File: src/rtl/load_buf.sv
// In-order load buffer: issues loads to the data-memory read port in program order and
// holds each returned datum until it is non-speculative, then hands it to writeback.
module load_buf #(
  parameter int INST_ID_BIT    = 8,
  parameter int ADDR_BIT       = 16,
  parameter int DATA_BIT       = 16,
  parameter int REG_ID_BIT     = 4,
  parameter int BUF_DEPTH      = 8,
  parameter int SPEC_DEPTH     = 4,
  parameter int SPEC_LEVEL_BIT = $clog2(SPEC_DEPTH) + 1,
  parameter int PTR_BIT        = $clog2(BUF_DEPTH)
) (
  input  logic                                     clk,
  input  logic                                     rst_n,
  input  logic                                     in_vld,
  output logic                                     in_rdy,
  input  logic [INST_ID_BIT-1:0]                   in_id,
  input  logic [ADDR_BIT-1:0]                      in_addr,
  input  logic [REG_ID_BIT-1:0]                    in_dst,
  input  logic [SPEC_LEVEL_BIT-1:0]                in_spec_level,
  output logic                                     mem_req_vld,
  input  logic                                     mem_req_rdy,
  output logic [ADDR_BIT-1:0]                      mem_req_addr,
  input  logic                                     mem_resp_vld,
  input  logic [DATA_BIT-1:0]                      mem_resp_data,
  output logic                                     out_vld,
  input  logic                                     out_rdy,
  output logic [INST_ID_BIT-1:0]                   out_id,
  output logic [REG_ID_BIT-1:0]                    out_dst,
  output logic [DATA_BIT-1:0]                      out_data,
  input  logic                                     br_pred_vld,
  input  logic                                     br_pred_succ,
  input  logic [SPEC_LEVEL_BIT-1:0]                br_pred_fail_level,
  input  logic [SPEC_LEVEL_BIT*(SPEC_DEPTH+1)-1:0] br_pred_succ_nxt_levels
);

  localparam logic [PTR_BIT:0] FULL_CNT = (PTR_BIT + 1)'(BUF_DEPTH);
  localparam logic [PTR_BIT-1:0] PTR_ONE = PTR_BIT'(1);
  localparam logic [PTR_BIT:0] CNT_ONE = (PTR_BIT + 1)'(1);

  logic [PTR_BIT-1:0] wptr, iptr, rsptr, rptr;
  logic [PTR_BIT:0]   cnt;
  logic [PTR_BIT:0]   unissued_cnt;
  logic [PTR_BIT:0]   outstanding_cnt;

  logic [BUF_DEPTH-1:0] live;
  logic [BUF_DEPTH-1:0] done;

  logic [INST_ID_BIT-1:0]    id_mem    [BUF_DEPTH];
  logic [ADDR_BIT-1:0]       addr_mem  [BUF_DEPTH];
  logic [REG_ID_BIT-1:0]     dst_mem   [BUF_DEPTH];
  logic [DATA_BIT-1:0]       data_mem  [BUF_DEPTH];
  logic [SPEC_LEVEL_BIT-1:0] spec_mem  [BUF_DEPTH];

  logic [SPEC_LEVEL_BIT-1:0] nxt_level   [SPEC_DEPTH+1];
  logic [SPEC_LEVEL_BIT-1:0] remap_level [BUF_DEPTH];

  logic alloc, issue, resp, retire, reclaim, pop;
  logic br_fail, br_succ;

  genvar gi;
  generate
    for (gi = 0; gi <= SPEC_DEPTH; gi++) begin : g_nxt
      assign nxt_level[gi] = br_pred_succ_nxt_levels[gi*SPEC_LEVEL_BIT +: SPEC_LEVEL_BIT];
    end
  endgenerate

  // Levels beyond SPEC_DEPTH cannot legally occur; they are left unchanged.
  always_comb begin
    for (int i = 0; i < BUF_DEPTH; i++) begin
      remap_level[i] = spec_mem[i];
      for (int k = 0; k <= SPEC_DEPTH; k++) begin
        if (spec_mem[i] == SPEC_LEVEL_BIT'(k)) begin
          remap_level[i] = nxt_level[k];
        end
      end
    end
  end

  assign in_rdy       = (cnt < FULL_CNT);
  assign mem_req_vld  = (unissued_cnt != '0);
  assign mem_req_addr = addr_mem[iptr];

  assign out_vld  = (cnt != '0) && live[rptr] && done[rptr] && (spec_mem[rptr] == '0);
  assign out_id   = id_mem[rptr];
  assign out_dst  = dst_mem[rptr];
  assign out_data = data_mem[rptr];

  assign alloc   = in_vld && in_rdy;
  assign issue   = mem_req_vld && mem_req_rdy;
  // Responses with nothing outstanding are dropped so rsptr stays aligned with iptr.
  assign resp    = mem_resp_vld && (outstanding_cnt != '0);
  assign retire  = out_vld && out_rdy;
  assign reclaim = (cnt != '0) && !live[rptr] && done[rptr];
  assign pop     = retire || reclaim;
  assign br_fail = br_pred_vld && !br_pred_succ;
  assign br_succ = br_pred_vld && br_pred_succ;

  always_ff @(posedge clk or negedge rst_n) begin
    if (!rst_n) begin
      wptr            <= '0;
      iptr            <= '0;
      rsptr           <= '0;
      rptr            <= '0;
      cnt             <= '0;
      unissued_cnt    <= '0;
      outstanding_cnt <= '0;
    end else begin
      if (alloc) wptr <= wptr + PTR_ONE;
      if (issue) iptr <= iptr + PTR_ONE;
      if (resp)  rsptr <= rsptr + PTR_ONE;
      if (pop)   rptr <= rptr + PTR_ONE;

      if (alloc && !pop)      cnt <= cnt + CNT_ONE;
      else if (!alloc && pop) cnt <= cnt - CNT_ONE;

      if (alloc && !issue)      unissued_cnt <= unissued_cnt + CNT_ONE;
      else if (!alloc && issue) unissued_cnt <= unissued_cnt - CNT_ONE;

      if (issue && !resp)      outstanding_cnt <= outstanding_cnt + CNT_ONE;
      else if (!issue && resp) outstanding_cnt <= outstanding_cnt - CNT_ONE;
    end
  end

  // A kill only clears live; done still tracks the in-flight read so the slot can be reclaimed.
  always_ff @(posedge clk or negedge rst_n) begin
    if (!rst_n) begin
      live <= '0;
      done <= '0;
    end else begin
      for (int i = 0; i < BUF_DEPTH; i++) begin
        if (alloc && (wptr == PTR_BIT'(i))) begin
          live[i] <= 1'b1;
          done[i] <= 1'b0;
        end else if (pop && (rptr == PTR_BIT'(i))) begin
          live[i] <= 1'b0;
          done[i] <= 1'b0;
        end else begin
          if (br_fail && live[i] && (spec_mem[i] >= br_pred_fail_level)) live[i] <= 1'b0;
          if (resp && (rsptr == PTR_BIT'(i))) done[i] <= 1'b1;
        end
      end
    end
  end

  always_ff @(posedge clk) begin
    if (alloc) begin
      id_mem[wptr]   <= in_id;
      addr_mem[wptr] <= in_addr;
      dst_mem[wptr]  <= in_dst;
    end
    if (resp) data_mem[rsptr] <= mem_resp_data;
    for (int i = 0; i < BUF_DEPTH; i++) begin
      if (alloc && (wptr == PTR_BIT'(i))) begin
        spec_mem[i] <= in_spec_level;
      end else if (br_succ && live[i]) begin
        spec_mem[i] <= remap_level[i];
      end
    end
  end

endmodule

File: config.mk
export PLATFORM = sky130hd
export DESIGN_NAME = load_buf
export DESIGN_NICKNAME = d
export VERILOG_FILES = /design/src/rtl/load_buf.sv
export SDC_FILE = /design/constraint.sdc
export NUM_CORES = 1
export LEC_CHECK = 0
export BUFFER_PORTS_ARGS = -buffer_cell sky130_fd_sc_hd__buf_2
export CAP_MARGIN = 20
export CORE_ASPECT_RATIO = 1.25
export CORE_MARGIN = 4
export CORE_UTILIZATION = 40
export DETAILED_ROUTE_END_ITERATION = 10
export RECOVER_POWER = 25
export SLEW_MARGIN = 20
export SYNTH_ARGS = -nofsm -noshare
export SYNTH_HDL_FRONTEND = slang
export SYNTH_SLANG_ARGS = --single-unit
File: constraint.sdc
create_clock -name clk -period 9.5 [get_ports clk]
set_input_delay 0.95 -clock clk [delete_from_list [all_inputs] [get_ports clk]]
set_output_delay 0.95 -clock clk [all_outputs]
set_load 0.05 [all_outputs]
# Word-level counts from Yosys, hierarchy flattened
# Memories as Yosys holds them, arrays and structs flattened.
# Cells that the tools add are included.
# word_totals
regBits,40
in_bits,73
mem_count,5
mem_bits_rw,376
# mem_list
memory,depth,word_bits,rd,rd_clocked_by_memory_dff,wr,line,text
addr_mem,8,16,1,0,1,50,logic [ADDR_BIT-1:0] addr_mem [BUF_DEPTH];
data_mem,8,16,1,0,1,52,logic [DATA_BIT-1:0] data_mem [BUF_DEPTH];
id_mem,8,8,1,0,1,49,logic [INST_ID_BIT-1:0] id_mem [BUF_DEPTH];
dst_mem,8,4,1,0,1,51,logic [REG_ID_BIT-1:0] dst_mem [BUF_DEPTH];
spec_mem,8,3,9,0,8,53,logic [SPEC_LEVEL_BIT-1:0] spec_mem [BUF_DEPTH];
# classes
n_reduce_logical,106
n_eq_ne,53
bitwise_logic,8
addsub,10
n_lt_le_gt_ge,10
mux,150
# ops
operator,n
$mux W3,48
$mux W1,94
$eq A3 B2 Y1 const B,22
$logic_and A1 B1 Y1,65
$eq A3 B3 Y1 const B,20
$reduce_bool A3 Y1,16
$logic_not A3 Y1,12
$eq A3 B1 Y1 const B,11
$ge A3 B3 Y1,8
$mux W4,6
$add A3 B1 Y3 const B,4
$add A4 B1 Y4 const B,3
$reduce_bool A4 Y1,3
$sub A4 B1 Y4 const B,3
$or A1 B1 Y1,8
$bmux W1 S3,2
$logic_not A1 Y1,6
$reduce_bool A2 Y1,3
$lt A3 B4 Y1 const B,1
$lt A4 B4 Y1 const B,1
$logic_or A1 B1 Y1,1

# Logic depth before layout (Yosys ltp)
# Gate-level depths: netlist (run 1).
# depth
ltp_word,10
ltp_mapped,14

# Worst setup path before layout (run 1)
# OpenSTA, ideal clock, no wires.
# synth_timing
path_type,input to register
from,in in_vld
to,mem addr_mem[0][0] (enable)
arrival_time_ns,3.621
required_time_ns,9.052
setup_slack_ns,5.431
stages,4
n_path_buf,1
setup_ns,0.448
path_cell_list,nor2b_1 > clkbuf_1 > nand2_1 > nor3_1
# synth_via
elab_chain_len,3
# synth_rtl
item,line,text
start: declaration,15,"input logic in_vld,"
$logic_and A1 B1 Y1,89,assign alloc = in_vld && in_rdy;
named net alloc,58,"logic alloc, issue, resp, retire, reclaim, pop;"
$mux W1,147,if (alloc) begin
$mux W1 (implied by the code),149,addr_mem[wptr] <= in_addr;
end: declaration,50,
# The timed path passes the listed nets, and every way through them passes these cells.

# Worst setup path after layout (run 1)
# layout_timing
from,reg rptr[0]
to,out out_vld
# layout_via
elab_chain_len,5
word_cells_on_any_way,9
classes_between,4 x mux; 4 x reduce/logical; 1 x memory
# layout_rtl
item,line,text
start: declaration,41,"logic [PTR_BIT-1:0] wptr, iptr, rsptr, rptr;"
start signal: assignment,112,if (pop) rptr <= rptr + PTR_ONE;
$bmux W1 S3,84,assign out_vld = (cnt != '0) && live[rptr] && done[rptr] && (spec_mem[rptr] == '0);
$mux W1 (implied by the code),84,
$logic_and A1 B1 Y1 (2 in a row),84,
$logic_and A1 B1 Y1 (*),84,
end: declaration,26,"output logic out_vld,"
# Mark *: on every way between the ends. The rest lies on a longest branch, timed or not. The select of a mux whose other input is x is not followed.

==> results.cfg, run 1 <==
[floorplan]
ios = 120
die_w_um = 203
initial_core_util_pct = 40.3
die-area_mm2 = 0.0512
core_area_mm2 = 0.0472
rows = 89
fp.dieH_um = 252

[critical_path]
required_ps = 8550
critical_path_buf_inv_count = 2
slowest_stage = dfrtp_4
worstSetupEndpointType = primary output
critPathMaxStageDelay_ps = 870
critPathTopFamily = buffers and inverters
criticalPathCategory = register to primary output
crit_path_cell_trace = buf_4, a311oi_2, a211oi_1, a21oi_1, nor3b_1, buf_2
path_max_fanout = 36
cp-start-kind = register
critPathArrivalTime_ps = 3560

[logic_synthesis]
yosysSeqAreaShare_pct = 64.5
synthArstFlopShare_pct = 9.62
synth-main-ff-cell = edfxtp_1
synth.cell_area_mm2 = 0.0190
synth_cell_types = 59
synth.avg_cell_area_um2 = 15.3
syn_inst = 1248
synth_edf_count = 376
syn_nets = 1376
synth.ff_latch_count = 416
yosys_warnings = 0

[timing]
setup_viol_count_final = 0
timing.final.crit_share_pct = 47.4
skew_ps = 13.4
max_clock_freq_mhz = 222
fin_setup_tns_ps = 0
min_period_ps = 4510
slew_headroom_pct = 29.9
rsz0062_at_grt = false
worst-slew-pin-transition_ps = 1050
slew_violations = 0
holdWs_ps = 459
finalHoldViolCount = 0

[cells_and_area]
fin_util_pct = 46.1
fin_nets = 1484
final_cell_mix = edfxtp_1, nand2_1, mux4_2
drive_gt1_share_pct = 23.9
final_common_cell = edfxtp_1
multi_input_area_mm2 = 0.00634
diodes = 0
fillCellCount = 4193
regArea_mm2 = 0.0123
syn2layout_area_growth_pct = 14.2

[cts]
postCtsSetupBuffers = 0
htree_num_levels = 2
clk_latency_ps = 570
clkTransAtPathRegs_ps = 60
clock_path_buffers = 3
numCtsBuffers = 43
clock_sinks = 416
cts_tree = yes
cts_root_buf = clkbuf_16
cts_resized = 0
ctsHoldBuffers = 0

[global_routing]
grt_pass1_wl_um = 66700
grt_max_degree = 60
overflow = 0
grt_usage_pct = 16.9
grt_pass1_vias = 11100
antenna_found_initial = 4

[route]
drcViolationCount = 0
avgRoutedWirePerCell_um = 21.3
vias = 10900
drt_iter0_drc = 729
ant_nets = 0
routed_via_density = 5.36
routed_wirelength_um = 43300
drtPass1Iterations = 5

[power]
power.density_mw_per_mm2 = 305
ir_drop_v = 0.000184
power_leakage_nw = 7.69
total_power_mw = 6.63

[place]
place_hpwl_um = 26700
numPortBuffers = 119
gp_congestion = 0.809

[min_path]
hp-class = register to register

[run_status]
status = finished clean

[flow_run]
drv_cap = 0
-- kinds of logic (layout without fill, tap and decap cells) --
group | Yosys count | count (layout) | synth area share, %
compound gates | 200 | 200 | 7.10
xor+xnor | 17 | 17 | 0.782
fa+ha+maj | 55 | 55 | 3.73
buf+inv | 111 | 254 | 2.53
flops | 416 | 416 | 64.5
mux | 148 | 148 | 14.3
simple gates | 301 | 301 | 7.07
-- layout make-up --
class | instances | share of cell area (%)
clock inverters | 29 | 1.13
multi-input cells | 721 | 29.1
well taps | 637 | 3.66
flip-flops and latches | 416 | 56.5
inverters | 32 | 0.552
clock buffers | 51 | 5.18
repair buffers | 142 | 3.82
-- worst paths after layout --
path | end | slack [ps] | startpoint | cells after the start
max | out_vld | 4990 | rptr[0] | 6
max reg2reg | cnt[3] | 5290 | rptr[0] | 13
min | unissued_cnt[3] | 460 | unissued_cnt[3] | 1
max in group asynchronous | rptr[0] | 8290 | rst_n | 1
min in group asynchronous | unissued_cnt[1] | 530 | rst_n | 1
min reg2reg | unissued_cnt[3] | 460 | unissued_cnt[3] | 1
-- power by group --
group	switching [mW]	total, mW	internal [mW]
Combinational	1.58	2.52	0.937
Sequential	0.221	2.50	2.28
Clock	0.702	1.61	0.913
Total	2.50	6.63	4.13
-- flip-flops by register name (all words and copies together) (netlist names), 4 cells and up --
register and count:
addr_mem 128, data_mem 128, id_mem 64, dst_mem 32, spec_mem 24, done 8, live 8, cnt 4
outstanding_cnt 4, unissued_cnt 4
-- stage by stage --
| stage | cells | setup WS, ps | cell area (um2) |
|---|---|---|---|
| 2_1_floorplan | 1248 | 5430 | 19000 |
| 3_3_place_gp | 1942 | 5280 | 20300 |
| 3_5_place_dp | 1947 | 5240 | 20400 |
| 4_1_cts | 2027 | 4890 | 21800 |
| 5_1_grt | 2028 | 4660 | 21800 |
| 6_report | 2028 | 4990 | 21800 |
-- Yosys cell counts (19+ instances only) --
master | count | area [um2]
o21ai_0 | 63 | 315
inv_1 | 32 | 120
a21o_1 | 19 | 143
mux4_2 | 95 | 2140
edfxtp_1 | 376 | 11300
nand2_1 | 168 | 631
nand3_1 | 19 | 95.1
ha_1 | 52 | 651
mux2_2 | 34 | 383
nor2_1 | 42 | 158
dfrtp_1 | 40 | 1000
clkbuf_1 | 54 | 203
a21oi_1 | 32 | 160
-- layer usage --
| metal | vias to the layer above | track usage [%] | share of wire (%) |
|---|---|---|---|
| met5 | - | 0 | 0.12 |
| met2 | 293 | 29.0 | 51 |
| met1 | 5428 | 21.4 | 40 |
| li1 | 5070 | - | - |
| met4 | 8 | 4.72 | 2.2 |
| met3 | 71 | 4.20 | 6.6 |
No activity file was read; power rests on OpenSTA's default activity.
==> run 2: changes to the inputs <==
- ABC_AREA: default -> 1
- clock period: 9.5 -> 4.1 ns (I/O delays scaled with it)
==> results.cfg, run 2 <==
[run_status]
status = finished clean

[timing]
setup_viol_count_final = 0
worst-slew-pin-transition_ps = 983
fin_setup_tns_ps = 0
rsz0062_at_grt = false
slew_headroom_pct = 34.5
holdWs_ps = 5.62
skew_ps = 26.8
finalHoldViolCount = 0
min_period_ps = 3670
max_clock_freq_mhz = 272
slew_violations = 0
timing.final.crit_share_pct = 89.6

[power]
power_leakage_nw = 8.17
switching_share_pct = 41.4
p_int_mw = 9.41
clkPwrFrac_pct = 25.4
power_frac_comb_pct = 39.9
ir_drop_v = 0.000803
seqPwrFrac_pct = 34.7
p_sw_mw = 6.66
power.density_mw_per_mm2 = 739

[logic_synthesis]
synth_commonest_cells = edfxtp_1, nor2_1, o21ai_0, nand2_1, inv_1
syn_nets = 1913
synth.cell_area_mm2 = 0.0190
yosys-top-cells-area = edfxtp_1, nor2_1, o21ai_0
synth-main-ff-cell = edfxtp_1
yosysSeqAreaShare_pct = 64.7
synthDominantCellAreaShare_pct = 59.4
synth.avg_cell_area_um2 = 10.6
synthArstFlopShare_pct = 9.62
synth.ff_latch_count = 416
synth_edf_count = 376
synth_top_cell_by_area = edfxtp_1
yosys_warnings = 0
synth_cell_types = 35
synth.most_common_cell = edfxtp_1
syn_inst = 1785

[cts]
clock_sinks = 416
clk_latency_ps = 560
cts_resized = 0
postCtsSetupBuffers = 0
numCtsBuffers = 44
ctsHoldBuffers = 0
clock_path_buffers = 3
htree_num_levels = 2
cts_root_buf = clkbuf_16
cts_tree = yes
clkTransAtPathRegs_ps = 60

[cells_and_area]
fin_nets = 2035
instances_no_fill = 2581
top_regs = addr_mem (128), data_mem (128), id_mem (64)
fin_util_pct = 46.2
drive_gt1_share_pct = 10.7
final_common_cell = edfxtp_1
fillCellCount = 4356
final_cell_mix = edfxtp_1, nor2_1, o21ai_0
syn2layout_area_growth_pct = 14.4

[critical_path]
slowest_stage = buf_4
crit_top_cell = buf_4
critPathArrivalTime_ps = 3260
r2r_slack_ps = 900
required_ps = 3690
cp-start-kind = register
r2r_start = rptr[0]
criticalPathCategory = register to primary output
r2r-end = cnt[3]
critPathMaxStageDelay_ps = 680
path_max_fanout = 71
crit_path_cell_trace = buf_4, buf_4, o21ai_0, o22ai_1, nor2_1, a31oi_1, buf_2
reg2reg_depth = 18
worstSetupEndpointType = primary output

[global_routing]
grt_pass1_vias = 13200
grt_pass1_wl_um = 74000
grt_max_degree = 93
overflow = 0
grt_usage_pct = 18.2
antenna_found_initial = 2

[route]
drcViolationCount = 0
drtPass1Iterations = 5
vias = 13500
avgRoutedWirePerCell_um = 18.4
routed_via_density = 5.24
drt_iter0_drc = 903
routed_wirelength_um = 47400
ant_nets = 0

[place]
place_hpwl_um = 29300
place_inst = 2498
numPortBuffers = 119
gp_congestion = 0.878

[floorplan]
rows = 89
ios = 120
initial_core_util_pct = 40.3
die-area_mm2 = 0.0511
core_area_mm2 = 0.0471
die_w_um = 203
fp.dieH_um = 252

[min_path]
hp-class = input port to asynchronous set/reset pin

[flow_run]
drv_cap = 0
run 2: layer usage:
layer	wire length, um	share of wire (%)	GRT usage [%]
met1	20100	42	23.0
met2	23700	50	32.3
met3	2550	5.4	2.84
met4	1050	2.2	5.39
met5	0	0	0
run 2: final cells by class:
type	instances	area, um2	share of cell area (%)
well taps	637	797	3.67
inverters	133	500	2.30
clock buffers	54	1140	5.24
clock inverters	26	333	1.53
multi-input cells	1161	5870	27.0
repair buffers	151	796	3.66
diodes	3	7.51	0.0345
flip-flops and latches	416	12300	56.6
run 2: power by group through the flow:
stage	logic, mW	registers (mW)	clock network [mW]
after floorplan	4.93	5.56	0
after global placement	6.37	5.65	0
after detailed placement	6.47	5.67	0
after CTS	6.50	5.58	4.18
after global routing	7.09	5.64	4.34
final	6.41	5.58	4.08
run 2: logic make-up (layout without fill, tap and decap cells):
kind of cell,Yosys count,after routing,synth area share [%]
xor gates and xnor gates,11,11,0.507
and+or+nand+nor,636,636,13.3
AOI/OAI and AO/OA,459,459,13.2
DFF,416,416,64.7
buffers and inverters,208,364,4.60
adders and majority gates,55,55,3.74
other,0,3,0
run 2: how the worst max path moves through the flow:
stage / startpoint / end / slack, ps / depth (start not counted)
final: rptr[0] / out_data[13] / 430 / 7
after global routing: rptr[0] / out_dst[3] / 180 / 7
after CTS: rptr[0] / out_data[1] / 300 / 7
after detailed placement: rptr[0] / cnt[3] / 940 / 18
after global placement: rptr[0] / cnt[3] / 990 / 18
after floorplan: cnt[3] / addr_mem[2][0] / 460 / 5
run 2: critical path: cells and delay by family, from the launching register on:
family / cells / cell delay, ps
compound gates: 3 / 670
simple gates: 1 / 60
buf+inv: 3 / 1530
flops: 1 / 410
run 2: through the flow:
step | total power, mW | worst slack (ps) | instance area [um2]
2_1_floorplan | 10.5 | 457 | 19000
3_3_place_gp | 12.0 | 991 | 20300
3_5_place_dp | 12.1 | 935 | 20300
4_1_cts | 16.3 | 297 | 21800
5_1_grt | 17.1 | 182 | 21700
6_report | 16.1 | 428 | 21700
==> run 3: changes to the inputs <==
- clock period: 4.1 -> 4.3 ns (I/O delays scaled with it)
==> results.cfg, run 3 (synthesis results as in run 2) <==
[route]
drtPass1Iterations = 8
drt_iter0_drc = 952
top_layer_used = met4
dr_wl_met3_um = 2540
avgRoutedWirePerCell_um = 18.3
wl_met2_um = 23800
vias = 13500
routed_via_density = 5.25
drcViolationCount = 0
wl_met1_um = 19800
routed_wirelength_um = 47300
ant_nets = 0

[critical_path]
required_ps = 3870
startpoint = rptr[0]
endpoint = out_data[1]
worstSetupEndpointType = primary output
r2r-end = cnt[3]
path_max_fanout = 93
r2r_start = rptr[0]
cp-start-kind = register
crit_path_cell_trace = clkinv_2, buf_4, o21ai_0, o22ai_1, nor2_1, a31oi_1, buf_2
criticalPathCategory = register to primary output
critPathMaxStageDelay_ps = 770
slowest_stage = buf_4
r2r_slack_ps = 740
reg2reg_depth = 18
critPathArrivalTime_ps = 3470

[cts]
cts_root_buf = clkbuf_16
clk_latency_ps = 580
clkTransAtPathRegs_ps = 60
htree_num_levels = 2
clock_sinks = 416
ctsHoldBuffers = 0
cts_tree = yes
numCtsBuffers = 44
clock_path_buffers = 3
cts_resized = 0
postCtsSetupBuffers = 0

[timing]
max_clock_freq_mhz = 256
rsz0062_at_grt = false
worst-slew-pin-transition_ps = 971
slew_headroom_pct = 35.3
skew_ps = 36.7
finalHoldViolCount = 0
fin_setup_tns_ps = 0
slew_violations = 0
min_period_ps = 3900
setup_slack_ps = 399
timing.final.crit_share_pct = 90.7
setup_viol_count_final = 0

[place]
numPortBuffers = 119
place_hpwl_um = 29200
gp_congestion = 0.859
pre_cts_slack_ps = 747

[floorplan]
die-area_mm2 = 0.0511
core_area_mm2 = 0.0471
ios = 120
fp.dieH_um = 252
initial_core_util_pct = 40.3
rows = 89
die_w_um = 203

[global_routing]
grt_usage_pct = 18.2
grt_pass1_wl_um = 74100
grt_pass1_vias = 13300
overflow = 0
grt_max_degree = 94
antenna_found_initial = 3

[cells_and_area]
final_common_cell = edfxtp_1
top_regs = addr_mem (128), data_mem (128), id_mem (64)
drive_gt1_share_pct = 10.8
syn2layout_area_growth_pct = 14.5
final_cell_mix = edfxtp_1, nor2_1, o21ai_0
fin_nets = 2032

[flow_run]
drv_cap = 0

[power]
power.density_mw_per_mm2 = 700
power_leakage_nw = 8.16
ir_drop_v = 0.000625

[run_status]
status = finished clean

[min_path]
hp-class = input port to asynchronous set/reset pin
[run 3: worst min-delay path by stage]
stage | startpoint | to | slack, ps | cells past startpoint
finish | rst_n | iptr[1] | 4 | 1
floorplan | rst_n | cnt[0] | 130 | 0
CTS | rst_n | iptr[2] | 20 | 1
global route | rst_n | iptr[1] | 70 | 1
detailed placement | outstanding_cnt[3] | outstanding_cnt[3] | 460 | 1
global placement | outstanding_cnt[3] | outstanding_cnt[3] | 460 | 1
[run 3: layer usage]
layer  vias up  GRT usage [%]
met5         -              0
met4         0           5.08
met3        75           3.30
met2       370           32.1
met1      6556           23.3
li1       6534              -
[run 3: power by group]
| part | total [mW] | switching (mW) | internal (mW) |
|---|---|---|---|
| clock | 3.76 | 1.58 | 2.18 |
| combinational | 6.11 | 4.46 | 1.65 |
| sequential | 5.36 | 0.328 | 5.03 |
| total | 15.2 | 6.37 | 8.86 |
[run 3: final cells by class]
type	instances	area, um2
fillers	4335	25400
flip-flops and latches	416	12300
multi-input cells	1161	5870
clock buffers	53	1150
repair buffers	148	838
well taps	637	797
inverters	133	500
clock inverters	29	285
diodes	3	7.51
[run 3: critical path: cells and delay by family (launching register included)]
| kind | cells | cell delay (ps) |
|---|---|---|
| AOI/OAI and AO/OA | 3 | 630 |
| buffers and inverters | 3 | 1510 |
| DFF | 1 | 670 |
| and+or+nand+nor | 1 | 60 |
[run 3: per-stage QoR]
step	cells	hold WS, ps	instance area, um2	util [%]	power (mW)
after floorplan	1785	134	19000	-	10.0
after global placement	2492	461	20300	43.0	11.5
after detailed placement	2495	461	20300	43.2	11.6
after CTS	2577	22.9	21800	46.2	15.4
after global routing	2578	68.4	21700	46.2	16.2
final	2580	3.64	21800	46.2	15.2
